**src/rtl/rob_rsp_reorder_pkg.sv**
```systemverilog
// rob_pkg: constants and types shared by the ROB ID allocator and the
// response reorder buffer.
//   DEF_*      default geometry (4 rows x 4 cols, 4-bit IDs, 32-bit payload)
//   ROW_W/COL_W field widths of a unique ID {row,col}
//   uid_t      unique ID as {row,col}
//   payload_t  response payload
//   clog2_min1 index width helper that never returns 0
package rob_pkg;

  localparam int DEF_ID_WIDTH        = 4;
  localparam int DEF_MAX_OUTSTANDING = 16;
  localparam int DEF_NUM_ROWS        = 4;
  localparam int DEF_NUM_COLS        = 4;
  localparam int DEF_DATA_WIDTH      = 32;

  function automatic int clog2_min1(input int n);
    return (n > 1) ? $clog2(n) : 1;
  endfunction

  localparam int ROW_W = clog2_min1(DEF_NUM_ROWS);
  localparam int COL_W = clog2_min1(DEF_NUM_COLS);

  typedef struct packed {
    logic [ROW_W-1:0] row;
    logic [COL_W-1:0] col;
  } uid_t;

  typedef logic [DEF_DATA_WIDTH-1:0] payload_t;

endpackage

```
**src/rtl/rob_rsp_reorder_if.sv**
```systemverilog
// rob_rsp_reorder_if: all non-clock/reset signals of the reorder buffer.
//   master: the side facing the reorder buffer (allocator + downstream +
//           upstream consumer); slave: the reorder buffer itself.
//   alloc_gnt/alloc_uid        allocation mirror
//   rsp_valid/ready/uid/data   response input
//   out_valid/ready/id/data    reordered response output
//   free_req/unique_id_to_free allocator free strobe, restored_id lookup
//   rsp_err                    sticky protocol error
interface rob_rsp_reorder_if
  import rob_pkg::*;
#(
  parameter int ID_WIDTH   = DEF_ID_WIDTH,
  parameter int DATA_WIDTH = DEF_DATA_WIDTH
);
  logic                  alloc_gnt;
  logic [ID_WIDTH-1:0]   alloc_uid;
  logic                  rsp_valid;
  logic                  rsp_ready;
  logic [ID_WIDTH-1:0]   rsp_uid;
  logic [DATA_WIDTH-1:0] rsp_data;
  logic                  out_valid;
  logic                  out_ready;
  logic [ID_WIDTH-1:0]   out_id;
  logic [DATA_WIDTH-1:0] out_data;
  logic                  free_req;
  logic [ID_WIDTH-1:0]   unique_id_to_free;
  logic [ID_WIDTH-1:0]   restored_id;
  logic                  rsp_err;

  modport master (
    output alloc_gnt, alloc_uid, rsp_valid, rsp_uid, rsp_data, out_ready, restored_id,
    input  rsp_ready, out_valid, out_id, out_data, free_req, unique_id_to_free, rsp_err
  );

  modport slave (
    input  alloc_gnt, alloc_uid, rsp_valid, rsp_uid, rsp_data, out_ready, restored_id,
    output rsp_ready, out_valid, out_id, out_data, free_req, unique_id_to_free, rsp_err
  );
endinterface

```
**src/rtl/rob_rsp_reorder_arbiter.sv**
```systemverilog
// rob_rr_arbiter: rotating-priority arbiter over N requests.
//   clk, rst   clock, async active-high reset (priority returns to 0)
//   req        request vector
//   advance    grant was consumed; priority moves to grant+1
//   gnt        one-hot grant
//   gnt_idx    index of the granted request
//   gnt_vld    some request is granted
module rob_rr_arbiter
  import rob_pkg::*;
#(
  parameter int N     = 4,
  parameter int IDX_W = clog2_min1(N)
) (
  input  logic             clk,
  input  logic             rst,
  input  logic [N-1:0]     req,
  input  logic             advance,
  output logic [N-1:0]     gnt,
  output logic [IDX_W-1:0] gnt_idx,
  output logic             gnt_vld
);
  logic [IDX_W-1:0] ptr_q;
  logic [IDX_W:0]   cand;

  // Scan from the priority pointer upwards, wrapping at N.
  always_comb begin
    gnt     = '0;
    gnt_idx = '0;
    gnt_vld = 1'b0;
    cand    = '0;
    for (int i = 0; i < N; i++) begin
      cand = {1'b0, ptr_q} + (IDX_W+1)'(i);
      if (cand >= (IDX_W+1)'(N)) cand = cand - (IDX_W+1)'(N);
      if (!gnt_vld && req[cand[IDX_W-1:0]]) begin
        gnt_vld = 1'b1;
        gnt_idx = cand[IDX_W-1:0];
      end
    end
    if (gnt_vld) gnt[gnt_idx] = 1'b1;
  end

  always_ff @(posedge clk or posedge rst) begin
    if (rst) begin
      ptr_q <= '0;
    end else if (advance && gnt_vld) begin
      ptr_q <= (gnt_idx == IDX_W'(N-1)) ? '0 : gnt_idx + 1'b1;
    end
  end
endmodule

```
**src/rtl/rob_rsp_reorder.sv**
```systemverilog
// rob_rsp_reorder: buffers responses tagged with unique IDs {row,col} and
// releases them in allocation order per row, round-robin across rows. Each
// release pulses free_req to the allocator and relabels the response with
// the allocator's restored original ID.
//   clk, rst  clock, async active-high reset (discards buffered responses)
//   bus       rob_rsp_reorder_if.slave (alloc mirror, rsp in, out, free)
// Build option: RSP_REORDER_ERR_CHECK_EN enables the sticky rsp_err
// (duplicate response, response to idle row, free of idle row) and drops
// duplicate responses; otherwise rsp_err is 0 and duplicates overwrite.
module rob_rsp_reorder
  import rob_pkg::*;
#(
  parameter int ID_WIDTH        = DEF_ID_WIDTH,
  parameter int MAX_OUTSTANDING = DEF_MAX_OUTSTANDING,
  parameter int NUM_ROWS        = DEF_NUM_ROWS,
  parameter int NUM_COLS        = DEF_NUM_COLS,
  parameter int DATA_WIDTH      = DEF_DATA_WIDTH
) (
  input logic              clk,
  input logic              rst,
  rob_rsp_reorder_if.slave bus
);
  localparam int ROW_BITS = clog2_min1(NUM_ROWS);
  localparam int COL_BITS = clog2_min1(NUM_COLS);
  localparam int CNT_BITS = $clog2(NUM_COLS + 1);

  logic [DATA_WIDTH-1:0] slot_q  [MAX_OUTSTANDING];
  logic [NUM_COLS-1:0]   valid_q [NUM_ROWS];
  logic [COL_BITS-1:0]   head_q  [NUM_ROWS];
  logic [CNT_BITS-1:0]   cnt_q   [NUM_ROWS];

  logic [ROW_BITS-1:0]   rsp_row, alloc_row, gnt_idx;
  logic [COL_BITS-1:0]   rsp_col, rel_head;
  logic [NUM_ROWS-1:0]   req, gnt, alloc_hit, free_hit;
  logic                  gnt_vld, rel, rsp_fire, dup_rsp, wr_en;
  logic                  out_valid_q;
  logic [ID_WIDTH-1:0]   out_id_q;
  logic [DATA_WIDTH-1:0] out_data_q;

  assign rsp_row   = bus.rsp_uid[ROW_BITS+COL_BITS-1:COL_BITS];
  assign rsp_col   = bus.rsp_uid[COL_BITS-1:0];
  assign alloc_row = bus.alloc_uid[ROW_BITS+COL_BITS-1:COL_BITS];

  assign bus.rsp_ready = ~rst;
  assign rsp_fire      = bus.rsp_valid & ~rst;

  always_comb begin
    for (int r = 0; r < NUM_ROWS; r++) req[r] = valid_q[r][head_q[r]];
  end

  rob_rr_arbiter #(.N(NUM_ROWS), .IDX_W(ROW_BITS)) u_arb (
    .clk     (clk),
    .rst     (rst),
    .req     (req),
    .advance (rel),
    .gnt     (gnt),
    .gnt_idx (gnt_idx),
    .gnt_vld (gnt_vld)
  );

  // Release only when the output register can take the response, so
  // free_req never fires while the output is stalled.
  assign rel                   = gnt_vld & (~out_valid_q | bus.out_ready);
  assign rel_head              = head_q[gnt_idx];
  assign bus.free_req          = rel;
  assign bus.unique_id_to_free = ID_WIDTH'({gnt_idx, rel_head});

  always_comb begin
    alloc_hit = '0;
    if (bus.alloc_gnt) alloc_hit[alloc_row] = 1'b1;
    free_hit = gnt & {NUM_ROWS{rel}};
  end

`ifdef RSP_REORDER_ERR_CHECK_EN
  logic err_q;
  assign dup_rsp = rsp_fire & valid_q[rsp_row][rsp_col];
  always_ff @(posedge clk or posedge rst) begin
    if (rst) begin
      err_q <= 1'b0;
    end else if (dup_rsp || (rsp_fire && cnt_q[rsp_row] == '0)
                 || (rel && cnt_q[gnt_idx] == '0)) begin
      err_q <= 1'b1;
    end
  end
  assign bus.rsp_err = err_q;
`else
  assign dup_rsp     = 1'b0;
  assign bus.rsp_err = 1'b0;
`endif

  assign wr_en = rsp_fire & ~dup_rsp;

  always_ff @(posedge clk) begin
    if (wr_en) slot_q[{rsp_row, rsp_col}] <= bus.rsp_data;
  end

  always_ff @(posedge clk or posedge rst) begin
    if (rst) begin
      for (int r = 0; r < NUM_ROWS; r++) begin
        valid_q[r] <= '0;
        head_q[r]  <= '0;
        cnt_q[r]   <= '0;
      end
    end else begin
      for (int r = 0; r < NUM_ROWS; r++) begin
        if (alloc_hit[r] && !free_hit[r]) begin
          cnt_q[r] <= cnt_q[r] + 1'b1;
        end else if (free_hit[r] && !alloc_hit[r] && cnt_q[r] != '0) begin
          cnt_q[r] <= cnt_q[r] - 1'b1;
        end
        // A row going idle restarts at column 0, as the allocator does.
        if (free_hit[r]) begin
          if (!alloc_hit[r] && cnt_q[r] == CNT_BITS'(1)) head_q[r] <= '0;
          else head_q[r] <= (head_q[r] == COL_BITS'(NUM_COLS-1)) ? '0 : head_q[r] + 1'b1;
        end
        for (int c = 0; c < NUM_COLS; c++) begin
          if (free_hit[r] && head_q[r] == COL_BITS'(c)) valid_q[r][c] <= 1'b0;
          if (wr_en && rsp_row == ROW_BITS'(r) && rsp_col == COL_BITS'(c)) valid_q[r][c] <= 1'b1;
        end
      end
    end
  end

  always_ff @(posedge clk or posedge rst) begin
    if (rst) begin
      out_valid_q <= 1'b0;
      out_id_q    <= '0;
      out_data_q  <= '0;
    end else if (rel) begin
      out_valid_q <= 1'b1;
      out_id_q    <= bus.restored_id;
      out_data_q  <= slot_q[{gnt_idx, rel_head}];
    end else if (bus.out_ready) begin
      out_valid_q <= 1'b0;
    end
  end

  assign bus.out_valid = out_valid_q;
  assign bus.out_id    = out_id_q;
  assign bus.out_data  = out_data_q;
endmodule

```
**src/flat_wrapper.sv**
```systemverilog
// flat-port wrapper written by rule: the top's interface ports become plain ports
module rob_rsp_reorder_flat import rob_pkg::*;
#(
  parameter int ID_WIDTH        = DEF_ID_WIDTH,
  parameter int MAX_OUTSTANDING = DEF_MAX_OUTSTANDING,
  parameter int NUM_ROWS        = DEF_NUM_ROWS,
  parameter int NUM_COLS        = DEF_NUM_COLS,
  parameter int DATA_WIDTH      = DEF_DATA_WIDTH
)
  (clk, rst, bus_alloc_gnt, bus_alloc_uid, bus_rsp_valid, bus_rsp_uid, bus_rsp_data, bus_out_ready, bus_restored_id, bus_rsp_ready, bus_out_valid, bus_out_id, bus_out_data, bus_free_req, bus_unique_id_to_free, bus_rsp_err);
  rob_rsp_reorder_if #(.ID_WIDTH(ID_WIDTH), .DATA_WIDTH(DATA_WIDTH)) bus_i ();
  input logic clk;
  input logic rst;
  input wire logic [$bits(bus_i.alloc_gnt)-1:0] bus_alloc_gnt;
  input wire logic [$bits(bus_i.alloc_uid)-1:0] bus_alloc_uid;
  input wire logic [$bits(bus_i.rsp_valid)-1:0] bus_rsp_valid;
  input wire logic [$bits(bus_i.rsp_uid)-1:0] bus_rsp_uid;
  input wire logic [$bits(bus_i.rsp_data)-1:0] bus_rsp_data;
  input wire logic [$bits(bus_i.out_ready)-1:0] bus_out_ready;
  input wire logic [$bits(bus_i.restored_id)-1:0] bus_restored_id;
  output wire logic [$bits(bus_i.rsp_ready)-1:0] bus_rsp_ready;
  output wire logic [$bits(bus_i.out_valid)-1:0] bus_out_valid;
  output wire logic [$bits(bus_i.out_id)-1:0] bus_out_id;
  output wire logic [$bits(bus_i.out_data)-1:0] bus_out_data;
  output wire logic [$bits(bus_i.free_req)-1:0] bus_free_req;
  output wire logic [$bits(bus_i.unique_id_to_free)-1:0] bus_unique_id_to_free;
  output wire logic [$bits(bus_i.rsp_err)-1:0] bus_rsp_err;
  assign bus_i.alloc_gnt = bus_alloc_gnt;
  assign bus_i.alloc_uid = bus_alloc_uid;
  assign bus_i.rsp_valid = bus_rsp_valid;
  assign bus_i.rsp_uid = bus_rsp_uid;
  assign bus_i.rsp_data = bus_rsp_data;
  assign bus_i.out_ready = bus_out_ready;
  assign bus_i.restored_id = bus_restored_id;
  assign bus_rsp_ready = bus_i.rsp_ready;
  assign bus_out_valid = bus_i.out_valid;
  assign bus_out_id = bus_i.out_id;
  assign bus_out_data = bus_i.out_data;
  assign bus_free_req = bus_i.free_req;
  assign bus_unique_id_to_free = bus_i.unique_id_to_free;
  assign bus_rsp_err = bus_i.rsp_err;
  rob_rsp_reorder #(.ID_WIDTH(ID_WIDTH), .MAX_OUTSTANDING(MAX_OUTSTANDING), .NUM_ROWS(NUM_ROWS), .NUM_COLS(NUM_COLS), .DATA_WIDTH(DATA_WIDTH)) u_core (.clk(clk), .rst(rst), .bus(bus_i));
endmodule
```
**config.mk**
```make
export PLATFORM = sky130hd
export DESIGN_NAME = rob_rsp_reorder_flat
export DESIGN_NICKNAME = d
export VERILOG_FILES = /design/src/rtl/rob_rsp_reorder_pkg.sv /design/src/rtl/rob_rsp_reorder_if.sv /design/src/rtl/rob_rsp_reorder_arbiter.sv /design/src/rtl/rob_rsp_reorder.sv /design/src/flat_wrapper.sv
export SDC_FILE = /design/constraint.sdc
export NUM_CORES = 1
export LEC_CHECK = 0
export BUFFER_PORTS_ARGS = -buffer_cell sky130_fd_sc_hd__buf_2
export CORE_ASPECT_RATIO = 2
export CORE_UTILIZATION = 55
export DETAILED_ROUTE_END_ITERATION = 16
export PLACE_DENSITY = 0.72
export SETUP_SLACK_MARGIN = 0.1
export SLEW_MARGIN = 20
export SYNTH_ARGS = -nofsm -noshare
export SYNTH_HDL_FRONTEND = slang
export SYNTH_HIERARCHICAL = 1
export SYNTH_SLANG_ARGS = --single-unit
```
**constraint.sdc**
```tcl
create_clock -name clk -period 7.2 [get_ports clk]
set_input_delay 0.36 -clock clk [delete_from_list [all_inputs] [get_ports clk]]
set_output_delay 0.36 -clock clk [all_outputs]
set_load 0.05 [all_outputs]
```
After elaboration in Yosys (flattened, before gate mapping):

Memory sizes are Yosys's and may differ from the RTL's. A register that Yosys moved wholly into a read port is not among the register bits.
Cells that the tools add are included.
W data, S select, Z words.

* output and inout bits: 44
* bits in read-only memories: 0
* memories kept: 1
* latch bits: 0
* bits in registers: 43
* input bits: 49
* memory bits (writable): 512
* word-level logic and storage cells: 285

* order comparisons: 17
* muxes and demuxes: 90
* $add $sub $neg: 20
* multipliers: 0
* equality and inequality tests: 23
* divide/modulo/power cells: 0
* bitwise operators: 7
* reductions and logical operators: 100
* shift-type cells: 0

Memories
* u_core.slot_q: words 16, bits a word 32, rd ports 1, clocked after Yosys merged registers in 1, write ports 1, RTL line rob_rsp_reorder.sv:27 `logic [DATA_WIDTH-1:0] slot_q [MAX_OUTSTANDING];`

Operator list (count)
* $logic_and A1 B1 Y1: 58
* $mux W1: 50
* $reduce_bool A2 Y1: 21
* $mux W2: 19
* $lt A2 B3 Y1 const B: 10
* $eq A2 B2 Y1 const B: 13
* $mux W3: 8
* $bmux W1 S2: 8
* $add A3 B1 Y3 const B: 4
* $eq A2 B1 Y1 const B: 6
* $eq A3 B1 Y1 const B: 4
* $ge A3 B3 Y1 const B: 4
* $logic_not A2 Y1: 6
* $reduce_bool A3 Y1: 4
* $sub A3 B1 Y3 const B: 4
* $logic_not A1 Y1: 11
* $add A2 B1 Y2 const B: 5
* $mux W4: 2
* $sub A2 B1 Y2 const B: 4
* $add A2 B2 Y3 const B: 2
* $and A4 B4 Y4: 1
* $bmux W2 S2: 1
* $demux W1 S2: 2
* $ge A2 B1 Y1 const B: 2
* 6 further kinds: 8

Logic depth before layout (Yosys ltp):

* depth in word-level cells: 24
* mapped depth: 13

Cells and area by module:

The synthesis kept the hierarchy.

By module, submodules not included
* rob_rsp_reorder: seq. area each 17201.5 um2, cells each 1501, instances 1, area an instance 23218.5 um2
* rob_rr_arbiter: seq. area each 50.0 um2, cells each 32, instances 1, area an instance 277.8 um2

Worst setup path after synthesis:

OpenSTA, ideal clock, no wires.

* path kind: in2reg
* from: input rst
* to: memory u_core/slot_q[12][0] (netlist bit), enable pin
* data arrival time: 4931 ps
* path slack: 1806 ps
* required time: 6736 ps
* library setup time: 464 ps
* buffers on the path: 0
* cell stages on the path: 3
* cells stage by stage: inv_1 nand4_1 nor3_1

* longest elaborated chain between the ends: 4

Ends and longest elaborated chain
* from (decl): RTL line flat_wrapper.sv:13 `input logic rst;`
* $not A1 Y1: RTL line rob_rsp_reorder.sv:45 `assign rsp_fire = bus.rsp_valid & ~rst;`
* $and A1 B1 Y1: RTL line rob_rsp_reorder.sv:45
* $mux W1: RTL line rob_rsp_reorder.sv:94 `if (wr_en) slot_q[{rsp_row, rsp_col}] <= bus.rsp_data;`
* $mux W1 (implied by the code): RTL line rob_rsp_reorder.sv:94
* to (decl): RTL line rob_rsp_reorder.sv:27

Every way passes these cells.

Worst setup path after layout:

* from: register u_core/head_q[6] (netlist bit)
* to: register u_core.out_data_q[11] (netlist: u_core/bus.out_data[11]), read port of u_core.slot_q

* longest elaborated chain between the ends: 18
* elaborated cells on any way between the ends: 29
* classes of those cells: mux: 21; bitwise: 2; reduce/logical: 6

Ends and longest elaborated chain
* from (decl): RTL line rob_rsp_reorder.sv:29 `logic [COL_BITS-1:0] head_q [NUM_ROWS];`
* from (signal, indexed assignment): RTL line rob_rsp_reorder.sv:114 `else head_q[r] <= (head_q[r] == COL_BITS'(NUM_COLS-1)) ? '0 : head_q[r] + 1'b1;`
* $bmux W1 S2 (*): RTL line rob_rsp_reorder.sv:48 `for (int r = 0; r < NUM_ROWS; r++) req[r] = valid_q[r][head_q[r]];`
* $mux W1 (implied by the code) (*): RTL line rob_rsp_reorder.sv:48
* named net u_core.req[0]: RTL line rob_rsp_reorder.sv:34 `logic [NUM_ROWS-1:0] req, gnt, alloc_hit, free_hit;`
* $bmux W1 S2: RTL line rob_rsp_reorder_arbiter.sv:34 `if (!gnt_vld && req[cand[IDX_W-1:0]]) begin`
* $mux W1 (implied by the code): RTL line rob_rsp_reorder_arbiter.sv:34
* $mux W1: RTL line rob_rsp_reorder_arbiter.sv:34
* $logic_not A1 Y1: RTL line rob_rsp_reorder_arbiter.sv:34
* $logic_and A1 B1 Y1: RTL line rob_rsp_reorder_arbiter.sv:34
* [... 2 more ...]
* $logic_and A1 B1 Y1: RTL line rob_rsp_reorder_arbiter.sv:34
* $mux W1: RTL line rob_rsp_reorder_arbiter.sv:34
* $logic_not A1 Y1: RTL line rob_rsp_reorder_arbiter.sv:34
* $logic_and A1 B1 Y1: RTL line rob_rsp_reorder_arbiter.sv:34
* $mux W2: RTL line rob_rsp_reorder_arbiter.sv:34
* $not A2 Y3 (implied by the code): RTL line rob_rsp_reorder.sv:64 `assign rel_head = head_q[gnt_idx];`
* $bmux W2 S2: RTL line rob_rsp_reorder.sv:64
* $mux W2 (implied by the code) (2 in a row): RTL line rob_rsp_reorder.sv:64
* to (decl): RTL line rob_rsp_reorder.sv:38 `logic [DATA_WIDTH-1:0] out_data_q;`

The timed path passes the listed nets; every way through them passes the cells marked *. The select of a mux whose other input is x is not followed.
A chain may end at the register's enable or synchronous reset.

==> flow_metrics.env <==
export IMPL_ctsHoldBuffers=5
export IMPL_place_hpwl_mm=28.9
export IMPL_hold_path_class="input pin to flip-flop"
export IMPL_synth_cells=1533
export IMPL_period_share=0.702
export IMPL_yosysUniqueCellTypes=51
export IMPL_startpoint_type="flip-flop"
export IMPL_cp_required_ns=7.61
export IMPL_nFillCells=3040
export IMPL_drtIter0Drc=1104
export IMPL_overflow=0
export IMPL_regArea_um2=17300
export IMPL_cts_setup_buffers=0
export IMPL_htreeDepth=2
export IMPL_crit_arrival_ns=5.47
export IMPL_synthMuxAreaShare=0.0830
export IMPL_grt_first_pass_wirelength_mm=81.4
export IMPL_synth_xor_area_share=0.00149
export IMPL_critPathBufInv=2
export IMPL_yosys_area_share_simple=0.104
export IMPL_antenna_found_initial=1
export IMPL_track_usage=0.256
export IMPL_cp_slowest_stage_delay_ns=0.61
export IMPL_cts_buffers=49
export IMPL_synth_edf_count=512
export IMPL_fin_nets=1717
export IMPL_multi_input_area_um2=5940
export IMPL_postCtsResizedCells=0
export IMPL_fin_crit_ns=5.05
export IMPL_cp_max_fo=33
export IMPL_outcome="finished, final reports clean"
export IMPL_synth_fp_nets=1618
export IMPL_p_total_mw=13.4
export IMPL_crit_path_cell_trace="mux4_2 > a21oi_1 > o21a_1 > o22a_1 > mux2i_1 > mux2_4 > inv_4 > buf_4 > mux4_2 > mux2i_1 > o221ai_1"
export IMPL_first_pass_iters=5
export IMPL_area_growth_pct=12.6
export IMPL_synth_top_family_by_area="simple AND/OR/NAND/NOR gates"
export IMPL_worst_setup_path_end_kind="flip-flop"
export IMPL_path_delay_family="multiplexers"
export IMPL_die_h_um=294
export IMPL_power_density_nw_per_um2=505
export IMPL_yosysTopAreaCell="edfxtp_1"
export IMPL_synth_compound_area_share=0.0389
export IMPL_finalSetupViolCount=0
export IMPL_finClkSkew_ns=0.0131
export IMPL_ys_seq_elements=587
export IMPL_vias_per_cell=6.17
export IMPL_grt_max_degree=69
export IMPL_clock_path_buffers=3
export IMPL_synth_top_area_share=0.654
export IMPL_ir_drop_uv=444
export IMPL_ys_seq_area_frac=0.734
export IMPL_async_reset_ff_frac=0.128
export IMPL_boundaryPins=93
export IMPL_hold_viol_final=0
export IMPL_fmax_ghz=0.198
export IMPL_drcViolationCount=0
export IMPL_finalSetupTns_ns=0
export IMPL_final_antenna_net_count=0
export IMPL_rsz0062_at_grt="no"
export IMPL_r2r_setup_slack_ns=2.15
export IMPL_p_leak_nw=9.37
export IMPL_crit_slowest_cell="o22a_1"
export IMPL_io_buffers=89
export IMPL_clock_sinks=587
export IMPL_cts_tree="built"
export IMPL_crit_type="flip-flop to flip-flop"
export IMPL_synth_area_leaders="edfxtp_1 (65%), dfrtp_1 (8.0%), mux4_2 (6.5%)"
export IMPL_place_area_um2=24600
export IMPL_drive_gt1_frac=0.180
export IMPL_clock_latency_ns=0.58
export IMPL_ys_flop_type="edfxtp_1"
export IMPL_cap_viol_max_count=0
export IMPL_netlist_area_um2=23500
export IMPL_drt_total_wl_mm=54.3
export IMPL_row_count=106
export IMPL_tightestPinTransition_ns=0.933
export IMPL_grt_pass1_vias=14060
export IMPL_finalWeightedCongestion=0.811
export IMPL_start_util=0.561
export IMPL_die_area_um2=43600
export IMPL_yosys_warnings=6
export IMPL_finalInstanceArea_um2=26400
export IMPL_synth_fa_ha_area_frac=0.0192
export IMPL_coreArea_um2=41900
export IMPL_slew_limit_headroom=0.378
export IMPL_root_buffer="clkbuf_16"
export IMPL_avgSynthCellArea_um2=15.3
export IMPL_drv_slew=0
export IMPL_fin_util=0.631
export IMPL_clkTransAtPathRegs_ns=0.07
export IMPL_vias=13658
export IMPL_die_width_um=148
export IMPL_routedWlPerCell_um=24.5
[metal layers]
layer	up-vias	part of all wire	GRT usage
met5	-	0	0
met4	0	0.040	0.130
met3	142	0.064	0.0341
met2	584	0.52	0.446
met1	6975	0.37	0.311
li1	5957	-	-
[cell families after synthesis]
group	after synthesis
DFF	587
AOI/OAI and AO/OA	133
buffers and inverters	101
adders and majority gates	36
muxes	109
and+or+nand+nor	562
xor gates and xnor gates	4
other	1
[path summary, 6_finish.rpt]
kind,startpoint,to,cells past startpoint
min in group asynchronous,rst,u_core/u_arb/ptr_q[0]$_DFFE_PP0P_,3
hold reg to reg,u_core/valid_q[3]$_DFFE_PP0P_,u_core/valid_q[3]$_DFFE_PP0P_,1
hold / removal,bus_rsp_data[26],u_core/slot_q[0][26]$_DFFE_PP_,1
max in group asynchronous,rst,u_core/bus.out_data[31]$_DFFE_PP0N_,4
setup / recovery,u_core/head_q[6]$_DFFE_PP0P_,u_core/bus.out_data[11]$_DFFE_PP0N_,11
setup reg to reg,u_core/head_q[6]$_DFFE_PP0P_,u_core/bus.out_data[11]$_DFFE_PP0N_,11
[power breakdown]
group / switching, mW / leakage, nW / internal, mW
Clock: 1.20 / 0.850 / 1.63
Combinational: 4.05 / 2.99 / 2.31
Sequential: 0.198 / 5.53 / 3.97
[synthesized netlist by cell type (5+ instances only)]
cell and instances:
edfxtp_1 512, nand2_1 331, nand3_1 169, dfrtp_1 75
mux4_2 68, clkbuf_1 51, a21oi_1 48, mux2i_1 37
ha_1 36, o221ai_1 32, nor2_1 26, inv_1 23
a21o_1 17, buf_1 10, a22o_1 8, buf_6 8
nand2b_1 7, a31oi_1 6, and3_1 5, buf_2 5
nor3_1 5
[sequential cells by signal, summed over array words and instances (netlist names)]
name                  flops
u_core/cnt_q             12
u_core/u_arb/ptr_q        2
u_core/slot_q           512
u_core/bus.out_data      32
u_core/bus.out_id         4
u_core/valid_q           16
u_core/head_q             8
u_core/bus.out_valid      1
[through the flow]
stage / instances / hold WS, ns / worst slack, ns
2_1_floorplan: 1533 / 0.101 / 1.81
3_3_place_gp: 2115 / 0.259 / 2.33
3_5_place_dp: 2115 / 0.263 / 2.16
4_1_cts: 2212 / 0.120 / 2.12
5_1_grt: 2214 / 0.123 / 1.84
6_report: 2214 / 0.144 / 2.15
[cell type report]
type	instances	share of cell area
sequential	587	0.652
multi-input combinational	845	0.225
clock buffer	58	0.0492
timing repair buffer	124	0.0284
tap	540	0.0255
clock inverter	34	0.0161
inverter	25	0.00369
antenna	1	0.0000946
[cell usage in the layout (no fill, tap or decap), types with 9 or more instances in the layout]
cell       Yosys  final
nand2_1      331    330
clkbuf_16      0     51
a21oi_1       48     48
buf_4          2     28
buf_2          5     89
ha_1          36     36
nand3_1      169    169
edfxtp_1     512    512
nor2_1        26     13
clkinv_2       0     12
a21o_1        17     17
bufinv_16      0      9
inv_1         23     22
dfrtp_1       75     75
o221ai_1      32     32
mux2i_1       37     35
nor2_4         0     12
mux4_2        68     68
Note: power is estimated with default switching activity, not from simulation.
